$ cat src/rtl/hash_seq_ctrl_if.sv
// Job / stub / RAM signal bundle for hash_seq_ctrl.
// The master modport is the sequencer side and the slave modport is the environment side.
interface hash_seq_ctrl_if #(
    parameter int IN_MAX  = 32,
    parameter int OUT_MAX = 168
);
    localparam int ACW = $clog2(IN_MAX + 1);
    localparam int OCW = $clog2(OUT_MAX + 1);

    logic           en;
    logic           full_in;
    logic [1:0]     mode;
    logic [ACW-1:0] in_len;
    logic [OCW-1:0] out_len;
    logic           hash_done;

    logic           ram_a_we_ok;
    logic           readin_ok;
    logic           rd_en;
    logic [ACW-1:0] rd_addr;
    logic           hash_req;
    logic [1:0]     hash_mode;
    logic           wr_en;
    logic [OCW-1:0] wr_addr;
    logic           busy;
    logic           done;
    logic           err;

    modport master (
        input  en, full_in, mode, in_len, out_len, hash_done,
        output ram_a_we_ok, readin_ok, rd_en, rd_addr, hash_req, hash_mode,
               wr_en, wr_addr, busy, done, err
    );

    modport slave (
        output en, full_in, mode, in_len, out_len, hash_done,
        input  ram_a_we_ok, readin_ok, rd_en, rd_addr, hash_req, hash_mode,
               wr_en, wr_addr, busy, done, err
    );
endinterface

$ cat src/rtl/hash_seq_ctrl.sv
// Sequencer for one hash job: load window, absorb from RAM A, stub handshake, squeeze to RAM B.
// Optional WAIT watchdog is enabled by defining HASH_SEQ_TIMEOUT_EN.
module hash_seq_ctrl #(
    parameter int IN_MAX  = 32,
    parameter int OUT_MAX = 168,
    parameter int TIMEOUT = 1024
) (
    input  logic            clk,
    input  logic            reset,
    hash_seq_ctrl_if.master bus
);
    localparam int ACW = $clog2(IN_MAX + 1);
    localparam int OCW = $clog2(OUT_MAX + 1);
`ifdef HASH_SEQ_TIMEOUT_EN
    localparam int TW  = $clog2(TIMEOUT);
`else
    localparam int TW  = 1;
`endif
    localparam int CW0 = (ACW > OCW) ? ACW : OCW;
    localparam int CW  = (CW0 > TW) ? CW0 : TW;

    typedef enum logic [2:0] {
        S_IDLE, S_ABSORB, S_KICK, S_WAIT, S_SQUEEZE, S_DONE, S_ERR
    } state_t;

    state_t         state_q, state_d;
    logic [CW-1:0]  cnt_q, cnt_d;
    logic [ACW-1:0] lin_q, lin_d, lin_new;
    logic [OCW-1:0] lout_q, lout_d, lout_new;
    logic [1:0]     mode_q, mode_d;

    logic           ram_a_we_ok_q, ram_a_we_ok_d;
    logic           readin_ok_q, readin_ok_d;
    logic           rd_en_q, rd_en_d;
    logic [ACW-1:0] rd_addr_q, rd_addr_d;
    logic           hash_req_q, hash_req_d;
    logic           wr_en_q, wr_en_d;
    logic [OCW-1:0] wr_addr_q, wr_addr_d;
    logic           busy_q, busy_d;
    logic           done_q, done_d;
`ifdef HASH_SEQ_TIMEOUT_EN
    logic           err_q, err_d;
`endif

    // Job latch values: SHA3 modes have a fixed digest length, SHAKE squeezes a clamped out_len.
    always_comb begin
        lin_new = (bus.in_len > ACW'(IN_MAX)) ? ACW'(IN_MAX) : bus.in_len;
        case (bus.mode)
            2'd2:    lout_new = OCW'(32);
            2'd3:    lout_new = OCW'(64);
            default: lout_new = (bus.out_len > OCW'(OUT_MAX)) ? OCW'(OUT_MAX) : bus.out_len;
        endcase
    end

    always_comb begin
        state_d = state_q;
        cnt_d   = cnt_q;
        lin_d   = lin_q;
        lout_d  = lout_q;
        mode_d  = mode_q;
`ifdef HASH_SEQ_TIMEOUT_EN
        err_d   = err_q;
`endif
        case (state_q)
            S_IDLE: begin
                if (bus.full_in) begin
                    lin_d   = lin_new;
                    lout_d  = lout_new;
                    mode_d  = bus.mode;
                    cnt_d   = '0;
`ifdef HASH_SEQ_TIMEOUT_EN
                    err_d   = 1'b0;
`endif
                    state_d = (lin_new != '0) ? S_ABSORB : S_KICK;
                end
            end
            S_ABSORB: begin
                if (cnt_q == CW'(lin_q) - CW'(1)) state_d = S_KICK;
                else                              cnt_d   = cnt_q + CW'(1);
            end
            S_KICK: begin
                cnt_d   = '0;
                state_d = S_WAIT;
            end
            S_WAIT: begin
                if (bus.hash_done) begin
                    cnt_d   = '0;
                    state_d = (lout_q != '0) ? S_SQUEEZE : S_DONE;
                end
`ifdef HASH_SEQ_TIMEOUT_EN
                else if (cnt_q == CW'(TIMEOUT - 1)) begin
                    err_d   = 1'b1;
                    state_d = S_ERR;
                end else begin
                    cnt_d   = cnt_q + CW'(1);
                end
`endif
            end
            S_SQUEEZE: begin
                if (cnt_q == CW'(lout_q) - CW'(1)) state_d = S_DONE;
                else                               cnt_d   = cnt_q + CW'(1);
            end
            S_DONE:  state_d = S_IDLE;
            S_ERR:   state_d = S_IDLE;
            default: state_d = S_IDLE;
        endcase
    end

    // Outputs are registered from the next state so they line up with state occupancy.
    always_comb begin
        ram_a_we_ok_d = (state_d == S_IDLE);
        readin_ok_d   = (state_d == S_IDLE) && !ram_a_we_ok_q;
        rd_en_d       = (state_d == S_ABSORB);
        rd_addr_d     = rd_en_d ? ACW'(cnt_d) : '0;
        hash_req_d    = (state_d == S_KICK) || (state_d == S_WAIT);
        wr_en_d       = (state_d == S_SQUEEZE);
        wr_addr_d     = wr_en_d ? OCW'(cnt_d) : '0;
        busy_d        = (state_d != S_IDLE);
        done_d        = (state_d == S_DONE);
    end

    always_ff @(posedge clk or posedge reset) begin
        if (reset) begin
            state_q       <= S_IDLE;
            cnt_q         <= '0;
            lin_q         <= '0;
            lout_q        <= '0;
            mode_q        <= '0;
            ram_a_we_ok_q <= 1'b0;
            readin_ok_q   <= 1'b0;
            rd_en_q       <= 1'b0;
            rd_addr_q     <= '0;
            hash_req_q    <= 1'b0;
            wr_en_q       <= 1'b0;
            wr_addr_q     <= '0;
            busy_q        <= 1'b0;
            done_q        <= 1'b0;
`ifdef HASH_SEQ_TIMEOUT_EN
            err_q         <= 1'b0;
`endif
        end else if (bus.en) begin
            state_q       <= state_d;
            cnt_q         <= cnt_d;
            lin_q         <= lin_d;
            lout_q        <= lout_d;
            mode_q        <= mode_d;
            ram_a_we_ok_q <= ram_a_we_ok_d;
            readin_ok_q   <= readin_ok_d;
            rd_en_q       <= rd_en_d;
            rd_addr_q     <= rd_addr_d;
            hash_req_q    <= hash_req_d;
            wr_en_q       <= wr_en_d;
            wr_addr_q     <= wr_addr_d;
            busy_q        <= busy_d;
            done_q        <= done_d;
`ifdef HASH_SEQ_TIMEOUT_EN
            err_q         <= err_d;
`endif
        end
    end

    assign bus.ram_a_we_ok = ram_a_we_ok_q;
    assign bus.readin_ok   = readin_ok_q;
    assign bus.rd_en       = rd_en_q;
    assign bus.rd_addr     = rd_addr_q;
    assign bus.hash_req    = hash_req_q;
    assign bus.hash_mode   = mode_q;
    assign bus.wr_en       = wr_en_q;
    assign bus.wr_addr     = wr_addr_q;
    assign bus.busy        = busy_q;
    assign bus.done        = done_q;
`ifdef HASH_SEQ_TIMEOUT_EN
    assign bus.err         = err_q;
`else
    assign bus.err         = 1'b0;
`endif
endmodule
$ cat src/flat_wrapper.sv
// flat-port wrapper written by rule: the top's interface ports become plain ports
module hash_seq_ctrl_flat 
#(
    parameter int IN_MAX  = 32,
    parameter int OUT_MAX = 168,
    parameter int TIMEOUT = 1024
)
  (clk, reset, bus_en, bus_full_in, bus_mode, bus_in_len, bus_out_len, bus_hash_done, bus_ram_a_we_ok, bus_readin_ok, bus_rd_en, bus_rd_addr, bus_hash_req, bus_hash_mode, bus_wr_en, bus_wr_addr, bus_busy, bus_done, bus_err);
  hash_seq_ctrl_if #(.IN_MAX(IN_MAX), .OUT_MAX(OUT_MAX)) bus_i ();
  input  logic clk;
  input  logic reset;
  input wire logic [$bits(bus_i.en)-1:0] bus_en;
  input wire logic [$bits(bus_i.full_in)-1:0] bus_full_in;
  input wire logic [$bits(bus_i.mode)-1:0] bus_mode;
  input wire logic [$bits(bus_i.in_len)-1:0] bus_in_len;
  input wire logic [$bits(bus_i.out_len)-1:0] bus_out_len;
  input wire logic [$bits(bus_i.hash_done)-1:0] bus_hash_done;
  output wire logic [$bits(bus_i.ram_a_we_ok)-1:0] bus_ram_a_we_ok;
  output wire logic [$bits(bus_i.readin_ok)-1:0] bus_readin_ok;
  output wire logic [$bits(bus_i.rd_en)-1:0] bus_rd_en;
  output wire logic [$bits(bus_i.rd_addr)-1:0] bus_rd_addr;
  output wire logic [$bits(bus_i.hash_req)-1:0] bus_hash_req;
  output wire logic [$bits(bus_i.hash_mode)-1:0] bus_hash_mode;
  output wire logic [$bits(bus_i.wr_en)-1:0] bus_wr_en;
  output wire logic [$bits(bus_i.wr_addr)-1:0] bus_wr_addr;
  output wire logic [$bits(bus_i.busy)-1:0] bus_busy;
  output wire logic [$bits(bus_i.done)-1:0] bus_done;
  output wire logic [$bits(bus_i.err)-1:0] bus_err;
  assign bus_i.en = bus_en;
  assign bus_i.full_in = bus_full_in;
  assign bus_i.mode = bus_mode;
  assign bus_i.in_len = bus_in_len;
  assign bus_i.out_len = bus_out_len;
  assign bus_i.hash_done = bus_hash_done;
  assign bus_ram_a_we_ok = bus_i.ram_a_we_ok;
  assign bus_readin_ok = bus_i.readin_ok;
  assign bus_rd_en = bus_i.rd_en;
  assign bus_rd_addr = bus_i.rd_addr;
  assign bus_hash_req = bus_i.hash_req;
  assign bus_hash_mode = bus_i.hash_mode;
  assign bus_wr_en = bus_i.wr_en;
  assign bus_wr_addr = bus_i.wr_addr;
  assign bus_busy = bus_i.busy;
  assign bus_done = bus_i.done;
  assign bus_err = bus_i.err;
  hash_seq_ctrl #(.IN_MAX(IN_MAX), .OUT_MAX(OUT_MAX), .TIMEOUT(TIMEOUT)) u_core (.clk(clk), .reset(reset), .bus(bus_i));
endmodule
$ cat config.mk
export PLATFORM = sky130hd
export DESIGN_NAME = hash_seq_ctrl_flat
export DESIGN_NICKNAME = d
export VERILOG_FILES = /design/src/rtl/hash_seq_ctrl_if.sv /design/src/rtl/hash_seq_ctrl.sv /design/src/flat_wrapper.sv
export SDC_FILE = /design/constraint.sdc
export NUM_CORES = 1
export LEC_CHECK = 0
export BUFFER_PORTS_ARGS = -buffer_cell sky130_fd_sc_hd__clkbuf_2
export CELL_PAD_IN_SITES_DETAIL_PLACEMENT = 0
export CELL_PAD_IN_SITES_GLOBAL_PLACEMENT = 1
export CORE_UTILIZATION = 43
export CTS_CLUSTER_SIZE = 16
export DETAILED_ROUTE_END_ITERATION = 16
export PLACE_DENSITY_LB_ADDON = 0.2
export SYNTH_ARGS = -nofsm -noshare
export SYNTH_HDL_FRONTEND = slang
export SYNTH_SLANG_ARGS = --single-unit
$ cat constraint.sdc
create_clock -name clk -period 3.9 [get_ports clk]
set_clock_uncertainty 0.2 [all_clocks]
set_input_delay 0.195 -clock clk [delete_from_list [all_inputs] [get_ports clk]]
set_output_delay 0.195 -clock clk [all_outputs]
set_load 0.05 [all_outputs]
==> metrics.csv, run 1 <==
stage;metric;value;unit
placed_design;Port Buffers;43;
timing;final hold slack;82.7;ps
logic_synthesis;Syn. warnings;0;
logic_synthesis;syn nets;323;
timing;Fmax;300;MHz
clock_tree;latest clock arrival within the worst-skew pair;300;ps
logic_synthesis;Commonest cells post-synth;48 x dfrtp_1, 29 x nand2_1, 20 x o21ai_0;
pwr;maximum VDD drop;350;µV
die;Die ar.;6910;µm²
placed_design;Area after DPL;3050;µm²
global_routing;vias in the first global route;2146;
logic_synthesis;cell count after synthesis;299;
placed_design;Routability Congestion;0.762;
pwr;sequential share of power;0.361;
timing;Final WS setup;565;ps
logic_synthesis;Post-Synthesis Cell Area;2830;µm²
placed_design;Placed Instances;401;
logic_synthesis;Synth top area share;0.424;
logic_synthesis;Seq/Total Area, Yosys;0.424;
placed_design;Setup Slack @ Placement;569;ps
logic_synthesis;Async S/R FF share, synth;1.00;
clock_tree;CTS buffer count;5;
setup_path;Startpoint Class;flip-flop;
global_routing;largest net degree at the start of global routing;49;
die;Initial Utilization;0.446;
pwr;P_sw;0.00116;W
clock_tree;clk root buf;clkbuf_8;
die;Die Y;83.1;µm
timing;unrepaired setup endpoints after global routing;no;
setup_path;slowest stage delay, CP;580;ps
timing;Setup Total Neg Slack;0;ps
routing;routed len/inst;15.2;µm
pwr;Combinational Power Share;0.496;
cells_and_area;Finished Cell Area;3310;µm²
timing;Period minus WS final;3330;ps
timing;Rel. slew slack;0.327;
pwr;Pleak;1.44;nW
clock_tree;setup bufs post-CTS;0;
routing;post-route ant nets;0;
timing;final setup fails;0;
pwr;net switching fraction of the power;0.463;
global_routing;initial antenna violation count;0;
global_routing;first-pass GRT wire length;10800;µm
setup_path;crit path DAT;3320;ps
die;die span in x;83.1;µm
logic_synthesis;Synth area leader;dfrtp_1;
routing;DRC;0;
timing;Worst-Margin Slew;1010;ps
min_path;hold crit path type;primary input to flip-flop;
status;status;finished clean;
setup_path;Worst Setup End Kind;flip-flop;
setup_path;R2R depth;10;
global_routing;grt total ovfl;0;
pwr;Pint;0.00135;W
routing;drt total wl;6440;µm
setup_path;CP max stage cell;o22a_1;
cells_and_area;Finished Layout Cells;424;
setup_path;worst-path fanout max;17;
setup_path;critical path class;flip-flop to flip-flop;
cells_and_area;Area Overhead vs Synth;16.9;%
cells_and_area;Net count, final;370;
setup_path;Worst EP required;3880;ps
min_path;Hold Crit Depth;2;
timing;period utilization;0.855;
logic_synthesis;count leader, synth;dfrtp_1;
clock_tree;# clock sinks;48;
run;maxcap violations;0;
die;FP Rows;29;
global_routing;Global Route Usage Sum;0.194;
clock_tree;CTS clk-pin slew, worst paths;100;ps
logic_synthesis;Syn Area/Cell;9.47;µm²
setup_path;CP cell instances;inv_1 > ha_1 > o21bai_1 > a211oi_1 > a211oi_2 > a2111oi_4 > o22a_1 > o21ai_1 > a21oi_1 > o2bb2ai_1;
logic_synthesis;Post-synth EDFFs;0;
routing;vias per cell;5.47;
routing;Iter 0 DRT Violations;100;
die;# IOs;45;
clock_tree;htree depth;2;
placed_design;dpl hpwl;4450;µm
cells_and_area;ANT cells;0;
pwr;Power Density;759;nW/µm²
clock_tree;CTS tree;yes;
routing;via count;2319;
timing;Pins Over Slew Limit;0;
pwr;power share of the clock group;0.144;
routing;drt pass-1 iters;6;
timing;Final Hold Vio Count;0;
logic_synthesis;Yosys cell types;66;
logic_synthesis;Yosys reg bits;48;
logic_synthesis;Synth Flop Type;dfrtp_1;
logic_synthesis;ranking of synthesized cells by area;dfrtp_1 42%, o2bb2ai_1 4.6%, xnor2_1 4.0%;
die;Core ar.;6350;µm²
cells_and_area;share of layout cells above drive strength 1;0.222;
clock_tree;CTS Buffer Depth;2;
## cell type report
cell class | instances | area [µm²]
Clock buffer | 5 | 68.8
Fill cell | 589 | 3040
Timing Repair Buffer | 60 | 380
Clock inverter | 3 | 42.5
Sequential cell | 48 | 1200
Multi-Input combinational cell | 217 | 1470
Inverter | 14 | 52.6
Tap cell | 77 | 96.3
## path summary, 6_finish.rpt
path | slack [ps] | endpoint | startpoint
max | 570 | u_core.bus.rd_addr[3] | u_core.lout_q[0]
min | 80 | u_core.bus.wr_addr[7] | bus_en
max reg2reg | 570 | u_core.bus.rd_addr[3] | u_core.lout_q[0]
min reg2reg | 290 | u_core.bus.readin_ok | u_core.bus.ram_a_we_ok
max in group asynchronous | 2410 | u_core.cnt_q[6] | reset
min in group asynchronous | 460 | u_core.bus.wr_en | reset
## cell usage in the layout, fill, tap and decap left out, types with 2 or more instances in the layout
cell type / netlist / layout
a211oi_1: 3 / 3
a21oi_1: 15 / 15
a221oi_1: 2 / 2
a22o_1: 3 / 3
and2_1: 2 / 2
and3_1: 5 / 5
buf_4: 2 / 2
clkbuf_2: 1 / 43
clkbuf_8: 0 / 5
dfrtp_1: 48 / 48
dlygate4sd3_1: 0 / 15
ha_1: 3 / 3
inv_1: 14 / 13
mux2_2: 3 / 3
mux2i_1: 3 / 3
nand2_1: 29 / 29
nand2b_1: 6 / 6
nand3_1: 7 / 7
nand4_1: 2 / 2
nor2_1: 16 / 16
nor3_1: 15 / 15
nor3_2: 3 / 3
nor3b_1: 2 / 2
o211ai_1: 2 / 2
o21a_1: 4 / 4
o21ai_0: 20 / 20
o21ai_1: 7 / 7
o2bb2ai_1: 15 / 15
o31ai_1: 2 / 2
xnor2_1: 13 / 13
xor2_1: 3 / 3
## metal layers
metal  vias to the layer above  share of wire  track usage
li1                       1170              -            -
met1                      1107           0.50        0.289
met2                        38           0.46        0.294
met3                         4          0.032       0.0348
met4                         0         0.0085       0.0470
met5                         -              0            0
## cell families after synthesis
logic type	Yosys count	synth area share
AOI/OAI and AO/OA	93	0.244
xor gates and xnor gates	16	0.0495
adders and majority gates	3	0.0133
buffers and inverters	34	0.0575
DFF	48	0.424
muxes	6	0.0225
other	1	0.00132
and+or+nand+nor	98	0.187
## state kept, by name, summed over array words and instances, names as in the netlist
signal	cells
u_core.lout_q	8
u_core.bus.rd_addr	6
u_core.bus.hash_mode	2
u_core.bus.ram_a_we_ok	1
u_core.cnt_q	8
u_core.bus.rd_en	1
u_core.bus.wr_addr	8
u_core.lin_q	6
u_core.bus.wr_en	1
u_core.bus.done	1
u_core.bus.hash_req	1
u_core.state_q	3
u_core.bus.busy	1
u_core.bus.readin_ok	1
## stage by stage
| step | total power [W] | utilization |
|---|---|---|
| 6_report | 0.00251 | 0.521 |
| 5_1_grt | 0.00271 | 0.521 |
| 3_5_place_dp | 0.00215 | 0.480 |
| 4_1_cts | 0.00253 | 0.521 |
| 3_3_place_gp | 0.00213 | 0.480 |
| 2_1_floorplan | 0.00192 | - |
## what timing repair did
item | 4_1_cts | 5_1_grt
hold buffers | 15 | 0
hold endpoints to repair | 61 | 0
gates resized for setup | 0 | 0
## critical path, delay by kind of cell, from the launching register on
kind,cells,cell delay (ps)
AO/OA/AOI/OAI,8,2130
flip-flops,1,480
adder cells (fa/ha/maj),1,320
buffers and inverters,1,80
## power groups by stage
stage / Clock, W / Combinational [W] / Sequential [W]
finish: 0.000361 / 0.00124 / 0.000906
global route: 0.000397 / 0.00137 / 0.000940
CTS: 0.000375 / 0.00125 / 0.000906
detailed placement: 0 / 0.00123 / 0.000915
global placement: 0 / 0.00122 / 0.000912
floorplan: 0 / 0.000970 / 0.000947
Power figures use the tool's default switching activity.
==> run 2, diff against run 1 <==
--- a/config.mk
+++ b/config.mk
@@ -8,6 +8,7 @@
 export BUFFER_PORTS_ARGS = -buffer_cell sky130_fd_sc_hd__clkbuf_2
 export CELL_PAD_IN_SITES_DETAIL_PLACEMENT = 0
 export CELL_PAD_IN_SITES_GLOBAL_PLACEMENT = 1
+export CORE_ASPECT_RATIO = 1.2
 export CORE_UTILIZATION = 43
 export CTS_CLUSTER_SIZE = 16
 export DETAILED_ROUTE_END_ITERATION = 16
==> metrics.csv, run 2 (synthesis results as in run 1) <==
stage;metric;value;unit;change
min_path;hold crit path type;primary input to flip-flop;;
status;status;finished clean;;
setup_path;worst-path fanout max;19;;+2
die;# IOs;45;;unchanged
timing;period utilization;0.872;;+0.0169
pwr;Power Density;747;nW/µm²;-1.6%
cells_and_area;share of layout cells above drive strength 1;0.214;;-0.00741
timing;Worst-Margin Slew;1040;ps;+32.0 ps
setup_path;crit path DAT;3390;ps;+70 ps
pwr;maximum VDD drop;381;µV;+8.6%
timing;final hold slack;13.6;ps;-69.1 ps
global_routing;grt total ovfl;0;;unchanged
die;die span in x;76.1;µm;-8.5%
global_routing;Global Route Usage Sum;0.205;;+0.0105
run;maxcap violations;0;;unchanged
global_routing;vias in the first global route;2258;;+5.2%
clock_tree;htree depth;2;;unchanged
cells_and_area;Net count, final;368;;-0.54%
routing;drt total wl;6630;µm;+3.1%
cells_and_area;most common cell after layout, fill and taps aside;dfrtp_1;;
clock_tree;clk root buf;clkbuf_8;;
setup_path;critical path class;flip-flop to flip-flop;;
timing;final setup fails;0;;unchanged
routing;DRC;0;;unchanged
placed_design;Routability Congestion;0.754;;-1.0%
global_routing;initial antenna violation count;0;;unchanged
timing;Fmax;294;MHz;-1.9%
timing;unrepaired setup endpoints after global routing;no;;
die;Core ar.;6410;µm²;+0.89%
timing;Final Hold Vio Count;0;;unchanged
clock_tree;CTS Buffer Depth;2;;unchanged
cells_and_area;ANT cells;0;;unchanged
cells_and_area;commonest non-fill, non-tap cells in the layout;48 x dfrtp_1, 43 x clkbuf_2, 29 x nand2_1;;
clock_tree;CTS buffer count;5;;unchanged
timing;Final WS setup;499;ps;-65.9 ps
clock_tree;CTS clk-pin slew, worst paths;100;ps;about the same
placed_design;Setup Slack @ Placement;477;ps;-92.1 ps
global_routing;first-pass GRT wire length;11100;µm;+2.6%
global_routing;largest net degree at the start of global routing;49;;unchanged
routing;via count;2335;;+0.69%
clock_tree;CTS tree;yes;;
placed_design;Port Buffers;43;;unchanged
timing;Pins Over Slew Limit;0;;unchanged
placed_design;dpl hpwl;4590;µm;+3.1%
routing;post-route ant nets;0;;unchanged
routing;drt pass-1 iters;4;;-2
routing;vias per cell;5.43;;-0.72%
timing;Setup Total Neg Slack;0;ps;unchanged
routing;Iter 0 DRT Violations;83;;-17%
cells_and_area;filler cell count;626;;+6.3%
die;Die Y;90.9;µm;+9.3%
die;Initial Utilization;0.442;;-0.00392
pwr;Pleak;1.42;nW;-1.4%
clock_tree;post-CTS sizing;0;;unchanged
setup_path;Startpoint Class;flip-flop;;
clock_tree;latest clock arrival within the worst-skew pair;310;ps;about the same
clock_tree;setup bufs post-CTS;0;;unchanged
clock_tree;# clock sinks;48;;unchanged
die;FP Rows;32;;+10%
cells_and_area;Area Overhead vs Synth;15.7;%;
die;Die ar.;6910;µm²;about the same
timing;Period minus WS final;3400;ps;+65.9 ps
setup_path;Worst Setup End Kind;flip-flop;;
timing;Rel. slew slack;0.306;;-0.0214
setup_path;Worst EP required;3890;ps;about the same
clock_tree;hold_buf cts;14;;-1
routing;routed len/inst;15.4;µm;+1.7%
## run 2: cell type report
type / count / area (µm²) / share of cell area
tap: 85 / 106 / 0.0325
clock inverter: 1 / 8.76 / 0.00267
clock buffer: 7 / 76.3 / 0.0233
multi-input combinational: 217 / 1470 / 0.448
timing repair buffer: 58 / 363 / 0.111
sequential: 48 / 1200 / 0.367
inverter: 14 / 52.6 / 0.0160
## run 2: report_power, final
part	internal [W]	total [W]	switching, W
registers	0.000647	0.000916	0.000270
clock network	0.000129	0.000304	0.000176
logic	0.000505	0.00123	0.000720
total	0.00128	0.00245	0.00117
## run 2: path summary, 6_finish.rpt
kind / startpoint / endpoint / slack (ps) / depth (start not counted)
worst max-delay path: u_core.lout_q[0] / u_core.bus.wr_addr[0] / 500 / 10
worst min-delay path: bus_in_len[5] / u_core.lin_q[5] / 10 / 2
worst max register to register: u_core.lout_q[0] / u_core.bus.wr_addr[0] / 500 / 10
worst min register to register: u_core.bus.busy / u_core.bus.busy / 290 / 1
max in group asynchronous: reset / u_core.lout_q[2] / 2380 / 3
min in group asynchronous: reset / u_core.bus.wr_addr[4] / 490 / 3
## run 2: stage by stage
stage	total power, W	util	instances	area, µm²
2_1_floorplan	0.00192	-	299	2830
3_3_place_gp	0.00212	0.476	408	3050
3_5_place_dp	0.00214	0.476	408	3050
4_1_cts	0.00247	0.511	430	3270
5_1_grt	0.00264	0.511	430	3270
6_report	0.00245	0.511	430	3270
## run 2: metal layers
| metal | up-vias | track usage | wire (µm) | share of wire |
|---|---|---|---|---|
| met3 | 8 | 0.0303 | 203 | 0.031 |
| met2 | 44 | 0.358 | 3350 | 0.51 |
| li1 | 1165 | - | - | - |
| met5 | - | 0 | 0 | 0 |
| met4 | 0 | 0.0625 | 93 | 0.014 |
| met1 | 1118 | 0.260 | 2980 | 0.45 |
## run 2: critical path, cell delays in order (launching register included)
cell and delay [ps]:
dfrtp_1 500, inv_1 70, ha_1 310, o21bai_1 200, a211oi_1 280, a211oi_2 90, a2111oi_4 460, o22a_1 610
inv_1 150, o21ai_0 290, o2bb2ai_1 110
